File: src/rtl/x9_pkg.sv
// Shared X9 definitions: word/PC widths and the program-loader state encoding.
package x9_pkg;

  localparam int unsigned INSTR_W   = 9;
  localparam int unsigned PC_W      = 12;
  localparam int unsigned RUN_CNT_W = 16;

  typedef enum logic [2:0] {
    ST_IDLE  = 3'd0,
    ST_LOAD  = 3'd1,
    ST_DRAIN = 3'd2,
    ST_RUN   = 3'd3,
    ST_HALT  = 3'd4,
    ST_ERR   = 3'd5
  } loader_state_t;

endpackage

File: src/rtl/sat_counter.sv
// Up-counter with synchronous clear that sticks at its all-ones value.
module sat_counter #(
  parameter int unsigned WIDTH = 16
) (
  input  logic             clk,
  input  logic             reset,
  input  logic             clr,
  input  logic             en,
  output logic [WIDTH-1:0] count
);

  logic [WIDTH-1:0] count_q, count_d;

  always_comb begin
    count_d = count_q;
    if (clr) begin
      count_d = '0;
    end else if (en && (count_q != {WIDTH{1'b1}})) begin
      count_d = count_q + WIDTH'(1);
    end
  end

  always_ff @(posedge clk or negedge reset) begin
    if (!reset) count_q <= '0;
    else        count_q <= count_d;
  end

  assign count = count_q;

endmodule

File: src/rtl/prog_loader.sv
// X9 program loader: streams host words into instruction memory, then runs the core.
// Define PROG_LOADER_CHECKSUM_EN to add the exp_sum port and an XOR check before RUN.
module prog_loader
  import x9_pkg::*;
#(
  parameter int unsigned D  = PC_W,
  parameter int unsigned W  = INSTR_W,
  parameter int unsigned CW = RUN_CNT_W
) (
  input  logic          clk,
  input  logic          reset,
  input  logic          load_req,
  input  logic          in_valid,
  input  logic [W-1:0]  in_data,
  input  logic          in_last,
  output logic          in_ready,
  output logic          imem_wr_en,
  output logic [D-1:0]  imem_wr_addr,
  output logic [W-1:0]  imem_wr_data,
  output logic          core_run,
  input  logic          core_done,
  output logic          busy,
  output logic          run_done,
  output logic          err,
  output logic [D:0]    prog_len,
  output logic [CW-1:0] run_cycles
`ifdef PROG_LOADER_CHECKSUM_EN
  ,
  input  logic [W-1:0]  exp_sum
`endif
);

  localparam int unsigned LEN_W = D + 1;

  loader_state_t    state_q, state_d;
  logic [D-1:0]     ptr_q, ptr_d;
  logic [LEN_W-1:0] len_q, len_d;
  logic             wr_en_q, wr_en_d;
  logic [D-1:0]     wr_addr_q, wr_addr_d;
  logic [W-1:0]     wr_data_q, wr_data_d;
  logic             run_done_q, run_done_d;
  logic             err_q, err_d;
  logic             in_ready_q, in_ready_d;
  logic             core_run_q, core_run_d;
  logic             busy_q, busy_d;
  logic             cnt_clr_c, cnt_en_c;
`ifdef PROG_LOADER_CHECKSUM_EN
  logic [W-1:0]     sum_q, sum_d;
`endif

  // Next-state and registered-output logic
  always_comb begin
    state_d    = state_q;
    ptr_d      = ptr_q;
    len_d      = len_q;
    wr_en_d    = 1'b0;
    wr_addr_d  = wr_addr_q;
    wr_data_d  = wr_data_q;
    run_done_d = run_done_q;
    err_d      = err_q;
    cnt_clr_c  = 1'b0;
    cnt_en_c   = 1'b0;
`ifdef PROG_LOADER_CHECKSUM_EN
    sum_d      = sum_q;
`endif

    unique case (state_q)
      ST_IDLE, ST_HALT, ST_ERR: begin
        if (load_req) begin
          state_d    = ST_LOAD;
          ptr_d      = '0;
          len_d      = '0;
          run_done_d = 1'b0;
          err_d      = 1'b0;
          cnt_clr_c  = 1'b1;
`ifdef PROG_LOADER_CHECKSUM_EN
          sum_d      = '0;
`endif
        end
      end
      ST_LOAD: begin
        if (in_valid) begin
          wr_en_d   = 1'b1;
          wr_addr_d = ptr_q;
          wr_data_d = in_data;
          ptr_d     = ptr_q + D'(1);
          len_d     = len_q + LEN_W'(1);
`ifdef PROG_LOADER_CHECKSUM_EN
          sum_d     = sum_q ^ in_data;
`endif
          if (in_last) begin
            state_d = ST_DRAIN;
          end else if (ptr_q == {D{1'b1}}) begin
            // Last address written without in_last: program does not fit
            state_d = ST_ERR;
            err_d   = 1'b1;
          end
        end
      end
      ST_DRAIN: begin
`ifdef PROG_LOADER_CHECKSUM_EN
        if (sum_q == exp_sum) begin
          state_d = ST_RUN;
        end else begin
          state_d = ST_ERR;
          err_d   = 1'b1;
        end
`else
        state_d = ST_RUN;
`endif
      end
      ST_RUN: begin
        cnt_en_c = 1'b1;
        if (core_done) begin
          state_d    = ST_HALT;
          run_done_d = 1'b1;
        end
      end
      default: state_d = ST_IDLE;
    endcase

    // Status outputs registered from the next state so they track state_q exactly
    in_ready_d = (state_d == ST_LOAD);
    core_run_d = (state_d == ST_RUN);
    busy_d     = (state_d == ST_LOAD) || (state_d == ST_DRAIN) || (state_d == ST_RUN);
  end

  always_ff @(posedge clk or negedge reset) begin
    if (!reset) begin
      state_q    <= ST_IDLE;
      ptr_q      <= '0;
      len_q      <= '0;
      wr_en_q    <= 1'b0;
      wr_addr_q  <= '0;
      wr_data_q  <= '0;
      run_done_q <= 1'b0;
      err_q      <= 1'b0;
      in_ready_q <= 1'b0;
      core_run_q <= 1'b0;
      busy_q     <= 1'b0;
`ifdef PROG_LOADER_CHECKSUM_EN
      sum_q      <= '0;
`endif
    end else begin
      state_q    <= state_d;
      ptr_q      <= ptr_d;
      len_q      <= len_d;
      wr_en_q    <= wr_en_d;
      wr_addr_q  <= wr_addr_d;
      wr_data_q  <= wr_data_d;
      run_done_q <= run_done_d;
      err_q      <= err_d;
      in_ready_q <= in_ready_d;
      core_run_q <= core_run_d;
      busy_q     <= busy_d;
`ifdef PROG_LOADER_CHECKSUM_EN
      sum_q      <= sum_d;
`endif
    end
  end

  sat_counter #(.WIDTH(CW)) u_run_cnt (
    .clk   (clk),
    .reset (reset),
    .clr   (cnt_clr_c),
    .en    (cnt_en_c),
    .count (run_cycles)
  );

  assign in_ready     = in_ready_q;
  assign imem_wr_en   = wr_en_q;
  assign imem_wr_addr = wr_addr_q;
  assign imem_wr_data = wr_data_q;
  assign core_run     = core_run_q;
  assign busy         = busy_q;
  assign run_done     = run_done_q;
  assign err          = err_q;
  assign prog_len     = len_q;

endmodule

File: config.mk
export PLATFORM = sky130hd
export DESIGN_NAME = prog_loader
export DESIGN_NICKNAME = d
export VERILOG_FILES = /design/src/rtl/x9_pkg.sv /design/src/rtl/sat_counter.sv /design/src/rtl/prog_loader.sv
export SDC_FILE = /design/constraint.sdc
export NUM_CORES = 1
export LEC_CHECK = 0
export CORE_ASPECT_RATIO = 0.9
export CORE_MARGIN = 5
export CORE_UTILIZATION = 51
export DETAILED_ROUTE_END_ITERATION = 8
export HOLD_SLACK_MARGIN = 0.08
export PLACE_DENSITY_LB_ADDON = 0.15
export SYNTH_ARGS = -nofsm -noshare
export SYNTH_HDL_FRONTEND = slang
export SYNTH_SLANG_ARGS = --single-unit
File: constraint.sdc
create_clock -name clk -period 2.25 [get_ports clk]
set_input_delay 0.225 -clock clk [delete_from_list [all_inputs] [get_ports clk]]
set_output_delay 0.225 -clock clk [all_outputs]
set_load 0.01 [all_outputs]
After elaboration in Yosys (flattened, before gate mapping). Index checks and enable logic that the tools add are counted.

Register bits: 71. Word-level logic and storage cells: 68. Output and inout port bits: 56.

Equality and inequality tests: 15. Reduce and logical (&&, ||, !) cells: 12. Muxes and demuxes: 26. Add/subtract/negate cells: 3.

Operators with widths (number): 16-bit 2-to-1 mux (2); 13-bit 2-to-1 mux (2); 13-bit one-hot mux with 2 select lines (1); 12-bit 2-to-1 mux (2); 12-bit one-hot mux with 2 select lines (1); 16-bit by 1-bit adder with 16-bit output, second input constant (1); 16-bit inequality test, second input constant (1); 3-bit 2-to-1 mux (5); 13-bit by 1-bit adder with 13-bit output, second input constant (1); 12-bit by 1-bit adder with 12-bit output, second input constant (1); 12-bit equality test, second input constant (1); 3-bit by 2-bit equality test with 1-bit output, second input constant (4); 3-bit one-hot mux with 4 select lines (1); 1-bit 2-to-1 mux (10); 2-bit inequality test, second input constant (5); 3-bit by 1-bit equality test with 1-bit output, second input constant (2); 3-bit equality test, second input constant (2); 3-bit AND reduction (2); 2-bit nonzero test (3); 5-bit AND reduction (1); 1-bit one-hot mux with 2 select lines (2); 3-bit logical NOT (1); 3-bit OR reduction (1); 1-bit logical OR (2); 2 further kinds (2).

Longest topological paths before layout. Gate-level depths: netlist (run 1).

Depth after elaboration: 8. Depth in mapped cells: 7. Mapped depth without buffers: 5.

Cells and area by module. A second synthesis (run 1) with hierarchy kept.

Cell total of the unflattened synthesis: 353. Area, all modules: 3400.8 µm².

Modules (own cells, without submodules): prog_loader (cells each 255, times used 1, area an instance 2458.6 µm²); sat_counter (cells each 98, times used 1, area an instance 942.2 µm²).

Worst setup path before layout (run 1). OpenSTA, ideal clock, no wires.

Kind: reg-to-reg. Start point: reg u_run_cnt.count_q[0] (netlist: u_run_cnt.count[0]). End point: reg u_run_cnt.count_q[10] (netlist: u_run_cnt.count[10]). Setup time: 78 ps. Buffers on the path: 1. Required time: 2172 ps. Setup slack: 316 ps. Period minus slack after synthesis: 1934 ps. Stages on the path, launching flop included: 7. Arrival time: 1856 ps. Cells stage by stage: dfrtp_1 ha_1 nand3_1 or3_1 clkbuf_1 or4_1 a21oi_1.

Cells in the longest elaborated chain, start to end: 3.

RTL lines: start: declaration (RTL line sat_counter.sv:12) `logic [WIDTH-1:0] count_q, count_d;`; start signal: assignment (RTL line sat_counter.sv:25) `else count_q <= count_d;`; 16-bit by 1-bit adder with 16-bit output / 16-bit inequality test (equally long branches) (RTL line sat_counter.sv:19, sat_counter.sv:18); 16-bit 2-to-1 mux / 1-bit logical AND (equally long branches) (RTL line sat_counter.sv:18) `end else if (en && (count_q != {WIDTH{1'b1}})) begin`; 16-bit 2-to-1 mux / 2-bit nonzero test (equally long branches).

Parallel ways exist; a longest one is shown, timed or not. The select of a mux whose other input is x is not followed. A chain may end at the register's enable or synchronous reset.

Worst setup path after layout (run 1). Ends and elaborated chain as after synthesis.

==> results of run 1 <==
-- stage by stage --
| step | power (mW) | cells |
|---|---|---|
| final | 4.463 | 487 |
| after global routing | 4.734 | 487 |
| after CTS | 4.503 | 487 |
| after detailed placement | 3.364 | 470 |
| after global placement | 3.319 | 470 |
| after floorplan | 2.586 | 312 |
-- synthesized netlist by cell type, drive strengths merged --
cell,n,area share (%)
dfrtp,71,53
nand2,33,3.7
mux2,21,7.0
a21oi,16,2.4
mux2i,15,4.5
nand4,15,2.8
nand3,13,1.9
o31ai,13,2.9
nor2,11,1.2
or4,11,2.6
nand2b,10,1.9
nor4,9,1.7
clkbuf,8,0.89
nor3,7,1.0
buf,6,0.82
o21ai,6,0.89
inv,5,0.56
xor2,5,1.3
and3,3,0.56
and4,3,0.78
ha,3,1.1
o311ai,3,0.78
or3,3,0.56
a31oi,2,0.37
nor3b,2,0.45
nor4b,2,0.52
o21a,2,0.45
o41ai,2,0.52
or2,2,0.37
a211o,1,0.26
a311oi,1,0.26
a32oi,1,0.26
and3b,1,0.26
nand3b,1,0.59
nor2b,1,0.19
nor4bb,1,0.30
o211ai,1,0.22
o221ai,1,0.26
or2b,1,0.22
-- path summary, 6_finish.rpt --
kind / to / slack [ns] / cells past startpoint
max: u_run_cnt.count[10] / 0.27 / 5
max reg2reg: u_run_cnt.count[10] / 0.27 / 5
max in group asynchronous: ptr_q[3] / 1.11 / 3
min in group clk: imem_wr_data[1] / 0.49 / 2
min reg2reg: imem_wr_data[5] / 0.51 / 1
min: u_run_cnt.count[12] / 0.48 / 2
-- registers in the layout, indices dropped and copies added, names as in the netlist --
name	cells
err	1
in_ready	1
prog_len	13
imem_wr_data	9
u_run_cnt.count	16
imem_wr_en	1
busy	1
imem_wr_addr	12
run_done	1
core_run	1
ptr_q	12
state_q	3
-- routing by layer --
| metal | vias to the layer above | global-route usage [%] |
|---|---|---|
| met1 | 1371 | 27.66 |
| li1 | 1330 | - |
| met3 | 8 | 5.099 |
| met5 | - | 0 |
| met4 | 0 | 4.651 |
| met2 | 85 | 29.42 |
-- logic make-up (layout without fill, tap and decap cells) --
logic type / count (synthesis) / after routing / share of synthesized area [%]
compound gates: 49 / 49 / 9.547
xor+xnor: 5 / 5 / 1.300
fa+ha+maj: 3 / 3 / 1.115
buf+inv: 19 / 104 / 2.266
flops: 71 / 71 / 52.75
mux: 36 / 36 / 11.48
simple gates: 129 / 129 / 21.55
-- critical path, delay by kind of cell (launching register included) --
kind | cells | cell delay [ns]
AOI/OAI and AO/OA | 1 | 0.17
adders and majority gates | 1 | 0.23
DFF | 1 | 0.44
and+or+nand+nor | 3 | 1.07
-- final cells by class --
cell class,instances,area (um2),area share (%)
multi-input cells,222,1535,34.32
well taps,90,112.6,2.517
clock buffers,10,137.6,3.077
repair buffers,83,808.3,18.07
clock inverters,6,83.83,1.874
flip-flops and latches,71,1777,39.72
inverters,5,18.77,0.4196
-- timing repair --
action,4_1_cts,5_1_grt
endpoints found under the hold margin,30,0
gates resized for setup,0,0
hold buffers,1,0
-- power breakdown --
group,total (mW),switching [mW],internal (mW)
clock,1.13,0.478,0.650
combinational,1.55,0.761,0.787
sequential,1.79,0.241,1.55
total,4.46,1.48,2.98
==> flow_summary.json, run 1 <==
{
  "route.detailed.drc": 0,
  "final_cell_mix": "71 x dfrtp_1, 69 x clkdlybuf4s50_1, 33 x nand2_1, 21 x mux2_2, 16 x a21oi_1",
  "port_buffers": 70,
  "top_layer_used": "met4",
  "crit_chain": "ha_1, nand3_1, or3_1, or4_1, a21oi_1",
  "maxCapViolCount": 0,
  "tns_ns": 0,
  "final_antenna_net_count": 0,
  "clkSlewWorstSetupHoldPaths_ns": 0.07,
  "synth.avg_cell_area_um2": 10.80,
  "wl_met3_um": 453,
  "numCtsBuffers": 9,
  "ys_seq_area_share_pct": 52.75,
  "setup_ws_ns": 0.2732,
  "finalSetupViolations": 0,
  "grt_overflow": 0,
  "ios": 71,
  "rsz0062_at_grt": "no",
  "grt_pass1_wl_mm": 12.67,
  "tritoncts": "done",
  "final_net_count": 410,
  "arrival_ns": 2.25,
  "grt_pass1_vias": 2629,
  "clock.fmax_mhz": 505.9,
  "p_per_area_mw_per_mm2": 997.7,
  "min_period_ns": 1.977,
  "antenna_cells": 0,
  "irDropWorstVdd_mv": 0.5766,
  "stdcell_area_mm2": 0.004473,
  "fp.dieArea_mm2": 0.008332,
  "syn_nets": 330,
  "synthesis.instances": 312,
  "fp.dieW_um": 95.67,
  "cp.required_ns": 2.52,
  "wl_mm": 7.617,
  "fin_crit_sh_pct": 87.86,
  "cts-root-buf": "clkbuf_8",
  "htreeDepth": 3,
  "clock_sinks": 71,
  "slew_viol_final": 0,
  "start_util_pct": 51.69,
  "finClkSkew_ns": 0.006247,
  "dr.pass1.iters": 4,
  "grt_usage_pct": 19.32,
  "wl_per_cell_um": 15.64,
  "r2r_start": "u_run_cnt.count[0]",
  "gp_congestion": 0.8675,
  "wl_met2_mm": 3.478,
  "max-slew-margin-rel_pct": 51.16,
  "clkLatencyLatePin_ns": 0.35,
  "p_leak_nw": 1.855,
  "dr.first_iter.drc_count": 138,
  "fillers": 532,
  "die_h_um": 87.10,
  "dpl.hpwl_mm": 5.386,
  "crit_fanout": 7,
  "crit_path_max_incr_delay_ns": 0.49,
  "critical_path_class": "reg2reg",
  "drive_gt1_share_pct": 14.11,
  "holdWs_ns": 0.4793,
  "preCtsSetupSlack_ns": 0.2851,
  "netlist_area_mm2": 0.003368,
  "hold_class": "in2async",
  "final_common_cell": "dfrtp_1",
  "worstMarginPinSlew_ns": 0.7327,
  "cp-end-kind": "flip-flop",
  "placed_area_mm2": 0.004242,
  "clock_path_buffers": 2,
  "syn2layout_area_growth_pct": 32.80,
  "status": "finished, final reports clean",
  "postCtsSetupBuffers": 0,
  "crit_start": "u_run_cnt.count[0]",
  "finalHoldViolations": 0,
  "met1Wirelength_mm": 3.630,
  "slowest_stage": "or4_1",
  "num_rows": 28,
  "startpoint_type": "flip-flop",
  "yosysWarnings": 0,
  "ys_types": 41,
  "via_per_inst": 5.737,
  "core-area_mm2": 0.006516,
  "grt_start_max_net_pins": 33,
  "antenna_found_initial": 0,
  "num_vias": 2794,
  "utilization_pct": 68.64,
  "ys_seq_elements": 71
}
(Power assumes the default switching activity.)
==> inputs of run 2 (changes only) <==
==> constraint.sdc (replaced) <==
create_clock -name clk -period 2.25 [get_ports clk]
set_input_delay 0.225 -clock clk [delete_from_list [all_inputs] [get_ports clk]]
set_output_delay 0.225 -clock clk [all_outputs]
set_load 0.02 [all_outputs]
==> results of run 2 <==
Same layout as run 1 (identical final DEF). Status: finished, final reports clean.
Among the figures that moved: total power 4.463 mW -> 4.631 mW; worst IR drop on VDD 0.5766 mV -> 0.6046 mV
==> inputs of run 3 (changes only) <==
--- a/config.mk
+++ b/config.mk
@@ -7,9 +7,10 @@
 export LEC_CHECK = 0
 export CORE_ASPECT_RATIO = 0.9
 export CORE_MARGIN = 5
-export CORE_UTILIZATION = 51
+export CORE_UTILIZATION = 63
+export CTS_BUF_LIST = sky130_fd_sc_hd__clkbuf_16
 export DETAILED_ROUTE_END_ITERATION = 8
-export HOLD_SLACK_MARGIN = 0.08
+export DONT_BUFFER_PORTS = 1
 export PLACE_DENSITY_LB_ADDON = 0.15
 export SYNTH_ARGS = -nofsm -noshare
 export SYNTH_HDL_FRONTEND = slang
==> flow_summary.json, run 3 (same netlist as run 1, synthesis figures left out) <==
{
  "via_per_inst": 6.513,
  "clkLatencyLatePin_ns": 0.33,
  "grt_pass1_wl_mm": 12.36,
  "fp.dieArea_mm2": 0.006911,
  "slowest_stage": "or4_4",
  "dr.pass1.iters": 4,
  "clkPwrFrac_pct": 30.8,
  "seqPwrFrac_pct": 44.8,
  "fin_crit_sh_pct": 89.21,
  "preCtsSetupSlack_ns": 0.2648,
  "final_antenna_net_count": 0,
  "cts_hold_buf": 2,
  "maxCapViolCount": 0,
  "p_leak_nw": 1.666,
  "final_cell_mix": "71 x dfrtp_1, 33 x nand2_1, 21 x mux2_2, 17 x buf_4, 16 x a21oi_1",
  "critical_path_class": "reg2reg",
  "gp_congestion": 0.8634,
  "crit_chain": "nand3b_4, or4_4, or4_1, a21oi_1",
  "core-area_mm2": 0.005224,
  "wl_per_cell_um": 18.43,
  "slew_viol_final": 0,
  "finClkSkew_ns": 0.006858,
  "finalSetupViolations": 0,
  "grt_pass1_vias": 2516,
  "clock_path_buffers": 2,
  "numCtsBuffers": 9,
  "postCtsSetupBuffers": 0,
  "largest_register_ffs": 16,
  "clkSlewWorstSetupHoldPaths_ns": 0.06,
  "port_buffers": 0,
  "clock_sinks": 71,
  "syn2layout_area_growth_pct": 15.19,
  "num_rows": 25,
  "max-slew-margin-rel_pct": 55.41,
  "p_sw_mw": 1.668,
  "power.share.combinational_pct": 24.3,
  "final_net_count": 346,
  "final_common_cell": "dfrtp_1",
  "arrival_ns": 2.26,
  "grt_start_max_net_pins": 72,
  "ctsResizeCount": 0,
  "crit_family": "simple AND/OR/NAND/NOR gates",
  "htreeDepth": 3,
  "drive_gt1_share_pct": 18.02,
  "num_vias": 2605,
  "cts-root-buf": "clkbuf_16",
  "tritoncts": "done",
  "start_util_pct": 64.48,
  "crit_fanout": 7,
  "crit_path_max_incr_delay_ns": 0.58,
  "path_buf_inv": 0,
  "antenna_found_initial": 0,
  "min_period_ns": 2.007,
  "grt_overflow": 0,
  "ios": 71,
  "antenna_cells": 0,
  "status": "finished, final reports clean",
  "fillers": 363,
  "cp-end-kind": "flip-flop",
  "startpoint_type": "flip-flop",
  "wl_mm": 7.373,
  "finalHoldViolations": 0,
  "rsz0062_at_grt": "no",
  "p_per_area_mw_per_mm2": 1165,
  "p_sw_share_pct": 36.90,
  "tns_ns": 0,
  "fp.dieW_um": 87.08,
  "route.detailed.drc": 0,
  "irDropWorstVdd_mv": 0.6707,
  "die_h_um": 79.37,
  "grt_usage_pct": 22.98,
  "clock.fmax_mhz": 498.2,
  "utilization_pct": 74.28,
  "worstMarginPinSlew_ns": 0.6652,
  "dr.first_iter.drc_count": 254,
  "hold_class": "in2reg",
  "setup_ws_ns": 0.2428,
  "dpl.hpwl_mm": 4.846,
  "cp.required_ns": 2.50,
  "p_int_mw": 2.853
}
[run 3: metal layers]
metal,routed length [um],global-route usage (%)
met2,3577,35.81
met1,3145,30.27
met4,139,7.788
met5,0,0
met3,510,7.365
[run 3: layout make-up]
type	count	area [um2]	area share [%]
timing repair buffer	19	165.2	4.257
tap	67	83.83	2.161
clock buffer	9	225.2	5.805
multi-input combinational	222	1535	39.57
sequential	71	1777	45.79
clock inverter	7	75.07	1.935
inverter	5	18.77	0.4837
[run 3: worst paths after layout]
kind,start,to,slack [ns],cells after the start
setup / recovery,state_q[2],u_run_cnt.count[15],0.24,4
hold / removal,in_data[2],imem_wr_data[2],0.05,1
setup reg to reg,state_q[2],u_run_cnt.count[15],0.24,4
hold reg to reg,ptr_q[7],ptr_q[7],0.52,1
max in group asynchronous,reset,u_run_cnt.count[3],1.51,2
min in group asynchronous,reset,run_done,0.46,2
[run 3: stage by stage]
stage	total power [mW]	cell area, um2	cells	hold WS [ns]
after floorplan	2.750	3368	312	-0.07059
after global placement	3.062	3542	382	-0.06895
after detailed placement	3.096	3542	382	-0.06872
after CTS	4.547	3880	400	0.03933
after global routing	4.774	3880	400	0.03709
final	4.521	3880	400	0.04516
[run 3: power groups by stage]
| stage | Combinational (mW) | Sequential, mW | Clock [mW] |
|---|---|---|---|
| 3_5_place_dp | 1.05 | 2.05 | 0 |
| 5_1_grt | 1.22 | 2.07 | 1.48 |
| 6_report | 1.10 | 2.03 | 1.39 |
| 4_1_cts | 1.10 | 2.03 | 1.42 |
| 3_3_place_gp | 1.03 | 2.03 | 0 |
| 2_1_floorplan | 0.723 | 2.03 | 0 |
